$ cat config.mk
export PLATFORM = sky130hd
export DESIGN_NAME = hs_rx_ctrl
export DESIGN_NICKNAME = d
export VERILOG_FILES = /design/src/rtl/cdc_pkg.sv /design/src/rtl/hs_rx_ctrl.sv
export SDC_FILE = /design/constraint.sdc
export NUM_CORES = 1
export LEC_CHECK = 0
export BUFFER_PORTS_ARGS = -buffer_cell sky130_fd_sc_hd__clkbuf_2
export CORE_MARGIN = 4
export CORE_UTILIZATION = 35
export DETAILED_ROUTE_END_ITERATION = 10
export PLACE_DENSITY = 0.67
export REMOVE_ABC_BUFFERS = 1
export SYNTH_ARGS = -nofsm -noshare
export SYNTH_HDL_FRONTEND = slang
export SYNTH_SLANG_ARGS = --single-unit
$ cat constraint.sdc
create_clock -name clk -period 1.8 [get_ports clk]
set_clock_uncertainty 0.1 [all_clocks]
set_input_delay 0.27 -clock clk [delete_from_list [all_inputs] [get_ports clk]]
set_output_delay 0.27 -clock clk [all_outputs]
set_load 0.02 [all_outputs]
$ cat src/rtl/cdc_pkg.sv
// Shared definitions for the clock-domain-crossing receive blocks.
// Holds the receive handshake FSM states and the transfer counter width.
package cdc_pkg;

  typedef enum logic [1:0] {
    IDLE  = 2'd0,
    VALID = 2'd1,
    ACK   = 2'd2
  } hs_rx_state_t;

  localparam int XFER_CNT_W = 16;

endpackage : cdc_pkg

$ cat src/rtl/hs_rx_ctrl.sv
// Receive side of a 4-phase req/ack crossing: captures the sender's bus once per
// request, offers it downstream with valid/ready, then acknowledges to the sender.
module hs_rx_ctrl
  import cdc_pkg::*;
#(
  parameter int DATA_WIDTH = 8
) (
  input  logic                  clk,
  input  logic                  rst_n,
  input  logic                  req_sync,
  input  logic [DATA_WIDTH-1:0] in_data,
  output logic                  ack,
  output logic                  out_valid,
  output logic [DATA_WIDTH-1:0] out_data,
  input  logic                  out_ready,
  output logic [XFER_CNT_W-1:0] xfer_cnt,
  output logic                  proto_err
);

  hs_rx_state_t          r_state;
  hs_rx_state_t          w_state_next;
  logic                  w_capture;
  logic                  w_deliver;
  logic                  w_req_drop;
  logic                  r_ack;
  logic                  r_out_valid;
  logic [DATA_WIDTH-1:0] r_data;
  logic [XFER_CNT_W-1:0] r_xfer_cnt;
  logic                  r_proto_err;

  always_comb begin
    w_state_next = r_state;
    w_capture    = 1'b0;
    w_deliver    = 1'b0;
    w_req_drop   = 1'b0;
    case (r_state)
      IDLE: begin
        if (req_sync) begin
          w_capture    = 1'b1;
          w_state_next = VALID;
        end
      end
      VALID: begin
        // Sender released its request before we acknowledged: flag it, keep the word.
        w_req_drop = !req_sync;
        if (out_ready) begin
          w_deliver    = 1'b1;
          w_state_next = ACK;
        end
      end
      ACK: begin
        if (!req_sync) begin
          w_state_next = IDLE;
        end
      end
      default: begin
        w_state_next = IDLE;
      end
    endcase
  end

  // ack and out_valid come straight from flops so the crossing sees no glitches.
  always_ff @(posedge clk) begin
    if (!rst_n) begin
      r_state     <= IDLE;
      r_ack       <= 1'b0;
      r_out_valid <= 1'b0;
      r_data      <= '0;
      r_xfer_cnt  <= '0;
      r_proto_err <= 1'b0;
    end else begin
      r_state     <= w_state_next;
      r_ack       <= (w_state_next == ACK);
      r_out_valid <= (w_state_next == VALID);
      if (w_capture) begin
        r_data <= in_data;
      end
      if (w_deliver) begin
        r_xfer_cnt <= r_xfer_cnt + XFER_CNT_W'(1);
      end
      if (w_req_drop) begin
        r_proto_err <= 1'b1;
      end
    end
  end

  assign ack       = r_ack;
  assign out_valid = r_out_valid;
  assign out_data  = r_data;
  assign xfer_cnt  = r_xfer_cnt;
  assign proto_err = r_proto_err;

endmodule : hs_rx_ctrl

==> run metrics, run 1 <==
number of nets in the finished design=181; number of antenna violations at the first check in global routing=0; slowest CP cell=sky130_fd_sc_hd__or4_1; most instantiated cells after synthesis=sky130_fd_sc_hd__dfxtp_1, sky130_fd_sc_hd__nor2_1, sky130_fd_sc_hd__mux2i_1; critical path required time=around 1.9 ns; wire length of the first global-routing pass=4380 um; category of cells accounting for the largest share of critical-path delay=simple AND/OR/NAND/NOR gates; total power density per cell area=roughly 780 nW/um2; top cell type's share of synthesized area=0.501; Via density=a little under 5; number of max-slew violations in the final report=0; core occupancy in the finished layout=0.480; Synth Flop Type=sky130_fd_sc_hd__dfxtp_1; detailed placer's ending HPWL=a little under 2000 um; layout overhead on the synthesized area=28.4%; proportion of synthesized flip-flops having asynchronous set or reset=0; clock insertion delay at the later pin of the skew report=between 0.3 and 0.4 ns; Worst-path clk slew=roughly 0.09 ns; Core Region=approximately 3100 um2; area of the mapped netlist=about 1200 um2; leakage=~0.67 nW; register area share after synthesis=0.501; maximum operating frequency=0.585 GHz; result of the run=complete, no violations; DIE AREA=4300 um2; startpoint of the worst hold path=in_data[4]; clock sink count=29; initial core utilization=0.374; worst reg2reg path startpoint=xfer_cnt[7]$_SDFFE_PN0P_; count leader, synth=sky130_fd_sc_hd__dfxtp_1; minimum hold slack=0.0773 ns; maximum fanout along the worst path=10; Die Width=approximately 66 um; unique cell type count in the Yosys netlist=27; number of buffer cells added on primary ports=38; longest individual stage delay on the worst path=around 0.54 ns; CTS Buf Count=5; row count=20; data arrival at the endpoint of the critical path=approximately 1.9 ns; worst setup path startpoint=xfer_cnt[7]$_SDFFE_PN0P_; final setup vio count=0; crit path buf inv count=0; n_diodes=0; Chip Height=65.6 um; sink of the worst hold path=out_data[4]$_SDFFE_PN0P_; leftover overflow at the end of global routing=0; ordered cell list for the critical path=and4_4, nand4_4, or4_1, a21oi_1; CTS tree=done; total wire length after detailed routing=between 2000 and 3000 um; critical setup path kind=flip-flop to flip-flop; Iter 0 DRT Violations=35; final hold violation count=0; all-layer global routing usage=0.134; warning count from the yosys run=0; number of maximum-capacitance constraint violations=0; number of cells on the worst hold path=3; count of boundary I/O pins=39; RSZ-0062 raised after global routing=false; wire per inst=roughly 12 um; sort of element at the end of the critical path=flip-flop; kind of launch point of the worst setup path=flip-flop; Top Usage Layer GRT=met2; vias in the first global route=approximately 1000; Period minus WS final=roughly 1.7 ns; DR DRC count=0; reg-to-reg slack, setup=0.09 ns; Gate Count Post-Synth=121; max-slew headroom at the worst pin=0.531; dominant cell type by area after synthesis=sky130_fd_sc_hd__dfxtp_1; H-tree depth=2; number of enable flip-flop cells after synthesis=0; Antenna Nets Post-Route=0; ratio of final minimum period to clock period=0.949; met3 layer usage reported by global route=0.0615; worst reg2reg path depth=4; post-layout power=roughly 1.2 mW; syn avg cell area=9.59 um2; Max clock buf depth=2; clock root buffer=sky130_fd_sc_hd__clkbuf_4; maximum number of pins on one net before global-route repair=24; Vias=just over 1000; Worst VDD drop=between 0.0003 and 0.0004 V; met2 GRT Util=0.235; synth top area cells=sky130_fd_sc_hd__dfxtp_1, sky130_fd_sc_hd__mux2i_1, sky130_fd_sc_hd__nor2_1; RD Place Congestion=between 0.8 and 0.9; transition time at the pin with the least slew margin=0.703 ns; number of detailed-route iterations in the first pass=4; critical register-to-register path endpoint=xfer_cnt[14]$_SDFFE_PN0P_; number of hold buffers added after cts=0; Seq cells post-synth=29; met1 Use GR=0.142; share of layout cells above drive strength 1=0.365; Min-Delay Path Class=primary input to flip-flop
[where the power goes]
group | total [mW] | switching, mW | leakage, nW | internal [mW]
clock network | 0.349 | 0.214 | 0.0269 | 0.135
registers | 0.677 | 0.0130 | 0.237 | 0.664
logic | 0.132 | 0.0767 | 0.401 | 0.0553
[cells in the final DEF (no fill, tap or decap), drive strengths merged, types with 3 or more instances in the layout]
cell type / n
clkbuf: 43
dfxtp: 29
nor2: 23
mux2i: 9
xor2: 8
a21oi: 7
buf: 7
nand3: 5
nand4: 5
o31ai: 4
or4: 4
nand2: 4
inv: 3
[stage by stage]
| step | setup slack [ns] | setup TNS [ns] | instance area, um2 | std cells |
|---|---|---|---|---|
| 2_1_floorplan | -0.00740 | -0.0592 | 1140 | 116 |
| 3_3_place_gp | 0.150 | 0 | 1440 | 205 |
| 3_5_place_dp | 0.0654 | 0 | 1440 | 205 |
| 4_1_cts | 0.0302 | 0 | 1480 | 211 |
| 5_1_grt | 0.00852 | 0 | 1490 | 211 |
| 6_report | 0.0920 | 0 | 1490 | 211 |
[repair_timing]
item	4_1_cts	5_1_grt
endpoints found under the hold margin	0	0
setup endpoints to repair	0	6
setup buffers	0	0
gates resized for setup	0	6
[logic make-up after synthesis]
family / after synthesis / share of synthesized area
flops: 29 / 0.501
simple gates: 49 / 0.230
mux: 9 / 0.0777
buf+inv: 8 / 0.0280
fa+ha+maj: 1 / 0.0108
xor+xnor: 9 / 0.0680
compound gates: 16 / 0.0852
[worst reg2reg max path, cell delays in order (launching register included)]
cell and delay [ns]:
sky130_fd_sc_hd__dfxtp_1 0.38, sky130_fd_sc_hd__and4_4 0.28, sky130_fd_sc_hd__nand4_4 0.16, sky130_fd_sc_hd__or4_1 0.54
sky130_fd_sc_hd__a21oi_1 0.16
[area by class of cell]
class / count / area [um2]
fill: 332 / 1610
timing repair buffer: 45 / 243
clock buffer: 5 / 37.5
inverter: 3 / 11.3
clock inverter: 1 / 5.00
multi-input combinational: 84 / 553
tap: 44 / 55.1
sequential: 29 / 584
[worst max path at each step]
stage                           endpoint  depth (start not counted)
3_5_place_dp   xfer_cnt[14]$_SDFFE_PN0P_                          5
6_report       xfer_cnt[14]$_SDFFE_PN0P_                          4
3_3_place_gp   xfer_cnt[13]$_SDFFE_PN0P_                          4
4_1_cts        xfer_cnt[14]$_SDFFE_PN0P_                          5
5_1_grt        xfer_cnt[14]$_SDFFE_PN0P_                          5
2_1_floorplan   out_data[0]$_SDFFE_PN0P_                          3
[flip-flops by register name (all words and copies together) (netlist names)]
name / count
out_data: 8
r_state: 2
out_valid: 1
xfer_cnt: 16
ack: 1
proto_err: 1
[layer usage]
metal,share of wire,up-vias
li1,-,524
met1,0.43,481
met2,0.49,27
met3,0.066,4
met4,0.013,0
met5,0,-
Power figures use the tool's default switching activity.
==> inputs of run 2 (changes only) <==
--- a/config.mk
+++ b/config.mk
@@ -6,6 +6,7 @@
 export NUM_CORES = 1
 export LEC_CHECK = 0
 export BUFFER_PORTS_ARGS = -buffer_cell sky130_fd_sc_hd__clkbuf_2
+export CORE_ASPECT_RATIO = 1.2
 export CORE_MARGIN = 4
 export CORE_UTILIZATION = 35
 export DETAILED_ROUTE_END_ITERATION = 10
==> run metrics, run 2 (synthesis gave the netlist of run 1 again) <==
sort of element at the end of the critical path=flip-flop; data arrival at the endpoint of the critical path=1.82 ns (-0.03 ns); Min-Delay Path Class=primary input to flip-flop; CTS Buf Count=5 (unchanged); slack of the critical path=0.151 ns (+0.0587 ns); total wire length after detailed routing=2440 um (-4.6%); all-layer global routing usage=0.128 (-0.00639); number of buffer cells added on primary ports=38 (unchanged); number of nets in the finished design=179 (-1.1%); Iter 0 DRT Violations=29 (-17%); number of hold buffers added after cts=0 (unchanged); leftover overflow at the end of global routing=0 (unchanged); Period minus WS final=1.65 ns (-0.0587 ns); row count=22 (+10%); final hold violation count=0 (unchanged); maximum operating frequency=0.606 GHz (+3.6%); maximum fanout along the worst path=10 (unchanged); worst setup path startpoint=xfer_cnt[7]$_SDFFE_PN0P_; critical setup path kind=flip-flop to flip-flop; most common library cell in the layout ignoring fill and taps=sky130_fd_sc_hd__clkbuf_2; share of layout cells above drive strength 1=0.377 (+0.0120); multi-input logic area=552 um2 (-0.23%); wire per inst=12.0 um (-0.89%); Max clock buf depth=2 (unchanged); Cell Count, Final, Fillers Out=203 (-3.8%); max-slew headroom at the worst pin=0.765 (+0.234); Chip Height=71.1 um (+8.4%); ratio of final minimum period to clock period=0.916 (-0.0326); leakage=0.671 nW (+0.96%); vias in the first global route=1020 (-0.20%); flip-flop count of the largest register, all copies and words added=16 (unchanged); number of max-slew violations in the final report=0 (unchanged); Antenna Nets Post-Route=0 (unchanged); CTS tree=done; Via density=5.08 (+3.4%); maximum number of pins on one net before global-route repair=18 (-25%); worst reg2reg path startpoint=xfer_cnt[7]$_SDFFE_PN0P_; startpoint of the worst hold path=out_ready; number of maximum-capacitance constraint violations=0 (unchanged); n_diodes=0 (unchanged); result of the run=complete, no violations; count of boundary I/O pins=39 (unchanged); Die Width=60.6 um (-7.6%); Worst-path clk slew=0.10 ns (about the same); layout overhead on the synthesized area=30.3%; number of antenna violations at the first check in global routing=0 (unchanged); total power density per cell area=906 nW/um2 (+17%); clock sink count=29 (unchanged); number of detailed-route iterations in the first pass=4 (unchanged); number of placed instances, taps included=195 (-4.9%); clock insertion delay at the later pin of the skew report=0.34 ns (about the same); RSZ-0062 raised after global routing=false; transition time at the pin with the least slew margin=0.344 ns (-0.360 ns); top library cells by usage in the layout, fill and taps aside=sky130_fd_sc_hd__clkbuf_2, sky130_fd_sc_hd__dfxtp_1, sky130_fd_sc_hd__nor2_1; detailed placer's ending HPWL=1880 um (-4.0%); wire length of the first global-routing pass=4180 um (-4.6%); fill cell count=323 (-2.7%); critical path required time=1.97 ns (+0.03 ns); DR DRC count=0 (unchanged); Vias=1031 (-0.48%); Worst VDD drop=0.000809 V (+110%); RD Place Congestion=0.764 (-4.6%); initial core utilization=0.373 (-0.000902); DIE AREA=4300 um2 (about the same); clock root buffer=sky130_fd_sc_hd__clkbuf_4; final setup vio count=0 (unchanged); kind of launch point of the worst setup path=flip-flop; Core Region=3110 um2 (+0.24%); Setup Slack @ Placement=0.0958 ns (+0.0304 ns); post-layout power=1.37 mW (+18%); H-tree depth=2 (unchanged); flip-flop and latch area=587 um2 (+0.43%)
## run 2: changes by cell type in the layout (fill, tap and decap cells not counted), sizes merged
cell / change
bufinv: +1
buf: -2
clkbuf: +1
clkinv: -1
clkinvlp: +1
## run 2: critical path, stage by stage (launching register included)
cell and delay (ns):
sky130_fd_sc_hd__dfxtp_1 0.38, sky130_fd_sc_hd__and4_4 0.27, sky130_fd_sc_hd__nand4_4 0.16, sky130_fd_sc_hd__or4_1 0.53
sky130_fd_sc_hd__a21oi_1 0.14
## run 2: stage by stage
| stage | instance area, um2 | util | setup TNS [ns] | hold WS [ns] |
|---|---|---|---|---|
| 2_1_floorplan | 1140 | - | -0.0592 | 0.289 |
| 3_3_place_gp | 1410 | 0.454 | 0 | 0.354 |
| 3_5_place_dp | 1410 | 0.454 | 0 | 0.365 |
| 4_1_cts | 1500 | 0.482 | 0 | 0.0442 |
| 5_1_grt | 1510 | 0.486 | 0 | 0.0510 |
| 6_report | 1510 | 0.486 | 0 | 0.0608 |
## run 2: timing repair
action | 4_1_cts | 5_1_grt
buffers inserted | 0 | 0
resized for setup | 0 | 8
setup endpoints to repair | 0 | 4
## run 2: routing by layer
| metal | vias up | GRT usage | wire (um) |
|---|---|---|---|
| met1 | 476 | 0.123 | 914 |
| met4 | 0 | 0.0771 | 47 |
| met2 | 31 | 0.222 | 1270 |
| met5 | - | 0 | 0 |
| li1 | 518 | - | - |
| met3 | 6 | 0.0474 | 213 |
## run 2: path summary, 6_finish.rpt
kind                               end  slack, ns  cells past startpoint
max          xfer_cnt[14]$_SDFFE_PN0P_       0.15                      4
min              r_state[0]$_SDFF_PN0_       0.06                      2
max reg2reg  xfer_cnt[14]$_SDFFE_PN0P_       0.15                      4
min reg2reg     proto_err$_SDFFE_PN0P_       0.39                      2
## run 2: area by class of cell
class                      instances  share of cell area
clock buffer                       6              0.0339
clock inverter                     2              0.0248
inverter                           3             0.00745
multi-input combinational         84               0.365
sequential                        29               0.388
tap                               36              0.0298
timing repair buffer              43               0.151
## run 2: power breakdown
group	switching (mW)	internal, mW
sequential	0.0133	0.664
combinational	0.0741	0.0539
clock	0.234	0.330
total	0.321	1.05
==> inputs of run 3 (changes only) <==
--- a/config.mk
+++ b/config.mk
@@ -9,6 +9,7 @@
 export CORE_ASPECT_RATIO = 1.2
 export CORE_MARGIN = 4
 export CORE_UTILIZATION = 35
+export CTS_BUF_LIST = sky130_fd_sc_hd__clkbuf_8 sky130_fd_sc_hd__clkbuf_16
 export DETAILED_ROUTE_END_ITERATION = 10
 export PLACE_DENSITY = 0.67
 export REMOVE_ABC_BUFFERS = 1
==> run metrics, run 3 (synthesis gave the netlist of run 1 again) <==
result of the run=complete, no violations; total wire length after detailed routing=2460 um (+0.53%); layout overhead on the synthesized area=32.9%; flip-flop count of the largest register, all copies and words added=16 (unchanged); DR DRC count=0 (unchanged); sort of element at the end of the critical path=flip-flop; post-layout power=1.50 mW (+9.6%); clock root buffer=sky130_fd_sc_hd__clkbuf_8; routed wl met2=1280 um (+0.95%); H-tree depth=2 (unchanged); Worst VDD drop=0.000887 V (+9.6%); top library cells by usage in the layout, fill and taps aside=sky130_fd_sc_hd__clkbuf_2, sky130_fd_sc_hd__dfxtp_1, sky130_fd_sc_hd__nor2_1; Chip Height=71.1 um (unchanged); number of nets in the finished design=179 (unchanged); number of placed instances, taps included=195 (unchanged); DIE AREA=4300 um2 (unchanged); total length of routed met3 wires=223 um (+4.7%); CTS Buf Count=5 (unchanged); Period minus WS final=1.65 ns (+0.00516 ns); number of cells on the worst hold path=3 (+1); final setup vio count=0 (unchanged); Worst-path clk slew=0.07 ns (-0.03 ns); share of power burned in registers=0.452 (-0.043); count of boundary I/O pins=39 (unchanged); transition time at the pin with the least slew margin=0.344 ns (+0.0000141 ns); internal power of the cells=1.17 mW (+11%); all-layer global routing usage=0.129 (+0.00144); leakage=0.685 nW (+2.0%); ratio of final minimum period to clock period=0.919 (+0.00287); Min-Delay Path Class=primary input to flip-flop; Post-CTS Setup Inserts=0 (unchanged); clock sink count=29 (unchanged); Core Region=3110 um2 (unchanged); data arrival at the endpoint of the critical path=1.77 ns (-0.05 ns); Max clock buf depth=2 (unchanged); kind of launch point of the worst setup path=flip-flop; most common library cell in the layout ignoring fill and taps=sky130_fd_sc_hd__clkbuf_2; RSZ-0062 raised after global routing=false; combinational share of power=0.085 (-0.008); critical setup path kind=flip-flop to flip-flop; wire per inst=12.1 um (+0.53%); number of antenna violations at the first check in global routing=0 (unchanged); critical path required time=1.91 ns (-0.06 ns); max-slew headroom at the worst pin=0.765 (about the same); number of maximum-capacitance constraint violations=0 (unchanged); longest individual stage delay on the worst path=0.54 ns (about the same); ordered cell list for the critical path=and4_4, nand4_4, or4_1, a21oi_1; number of hold buffers added after cts=0 (unchanged); maximum number of pins on one net before global-route repair=18 (unchanged); top routing layer used=met4; clock network fraction of total power=0.463 (+0.051); Cell Count, Final, Fillers Out=203 (unchanged); Via density=5.06 (-0.29%); Die Width=60.6 um (unchanged); total power density per cell area=974 nW/um2 (+7.5%); leftover overflow at the end of global routing=0 (unchanged); n_diodes=0 (unchanged); number of max-slew violations in the final report=0 (unchanged); slowest CP cell=sky130_fd_sc_hd__or4_1; fill cell count=315 (-2.5%); switching part of the total power=0.222 (-0.0129); Vias=1028 (-0.29%); row count=22 (unchanged); wl on met1=909 um (-0.55%); maximum operating frequency=0.604 GHz (-0.31%); detailed placer's ending HPWL=1880 um (unchanged); final hold violation count=0 (unchanged); vias in the first global route=1003 (-1.7%); Iter 0 DRT Violations=38 (+31%); share of layout cells above drive strength 1=0.371 (-0.00599); RD Place Congestion=0.764 (unchanged); wire length of the first global-routing pass=4250 um (+1.7%); worst reg2reg path depth=4 (unchanged); switching power of the nets=0.333 mW (+3.6%); clock insertion delay at the later pin of the skew report=0.28 ns (-0.06 ns); CTS tree=done; number of buffer cells added on primary ports=38 (unchanged); number of detailed-route iterations in the first pass=4 (unchanged); maximum fanout along the worst path=10 (unchanged); initial core utilization=0.373 (unchanged); Antenna Nets Post-Route=0 (unchanged)
run 3: worst max-delay path: cells and delay by family (launching register included):
family / cells / cell delay, ns
AOI/OAI and AO/OA: 1 / 0.14
DFF: 1 / 0.37
and+or+nand+nor: 3 / 0.97
run 3: repair_timing:
item / 4_1_cts / 5_1_grt
setup endpoints to repair: 0 / 4
endpoints found under the hold margin: 0 / 0
gates resized for setup: 0 / 7
run 3: through the flow:
step                hold WS (ns)  cell area [um2]  worst slack [ns]  TNS [ns]  utilization
global route               0.119             1540           0.00595         0        0.496
finish                     0.121             1540             0.146         0        0.496
detailed placement         0.365             1410            0.0958         0        0.454
floorplan                  0.289             1140          -0.00740   -0.0592            -
CTS                        0.111             1530            0.0667         0        0.492
global placement           0.354             1410             0.152         0        0.454
run 3: final cells by class:
cell class                 count  area (um2)  area share
clock buffer                   6        82.6      0.0536
clock inverter                 2        37.5      0.0244
inverter                       3        11.3     0.00731
multi-input combinational     84         551       0.357
sequential                    29         587       0.381
tap                           36        45.0      0.0292
timing repair buffer          43         228       0.148
run 3: path summary, 6_finish.rpt:
kind / slack (ns) / endpoint / from
hold reg to reg: 0.38 / proto_err$_SDFFE_PN0P_ / proto_err$_SDFFE_PN0P_
hold / removal: 0.12 / out_data[2]$_SDFFE_PN0P_ / in_data[2]
setup / recovery: 0.15 / xfer_cnt[14]$_SDFFE_PN0P_ / xfer_cnt[7]$_SDFFE_PN0P_
setup reg to reg: 0.15 / xfer_cnt[14]$_SDFFE_PN0P_ / xfer_cnt[7]$_SDFFE_PN0P_
run 3: power groups by stage:
stage | sequential, mW | combinational, mW | clock [mW]
2_1_floorplan | 0.716 | 0.0520 | 0
3_3_place_gp | 0.690 | 0.127 | 0
3_5_place_dp | 0.692 | 0.129 | 0
4_1_cts | 0.678 | 0.130 | 0.719
5_1_grt | 0.681 | 0.140 | 0.762
6_report | 0.678 | 0.128 | 0.695
run 3: routing by layer:
layer	global-route usage	up-vias
met5	0	-
met2	0.224	33
met4	0.0530	0
met1	0.128	473
li1	-	516
met3	0.0639	6
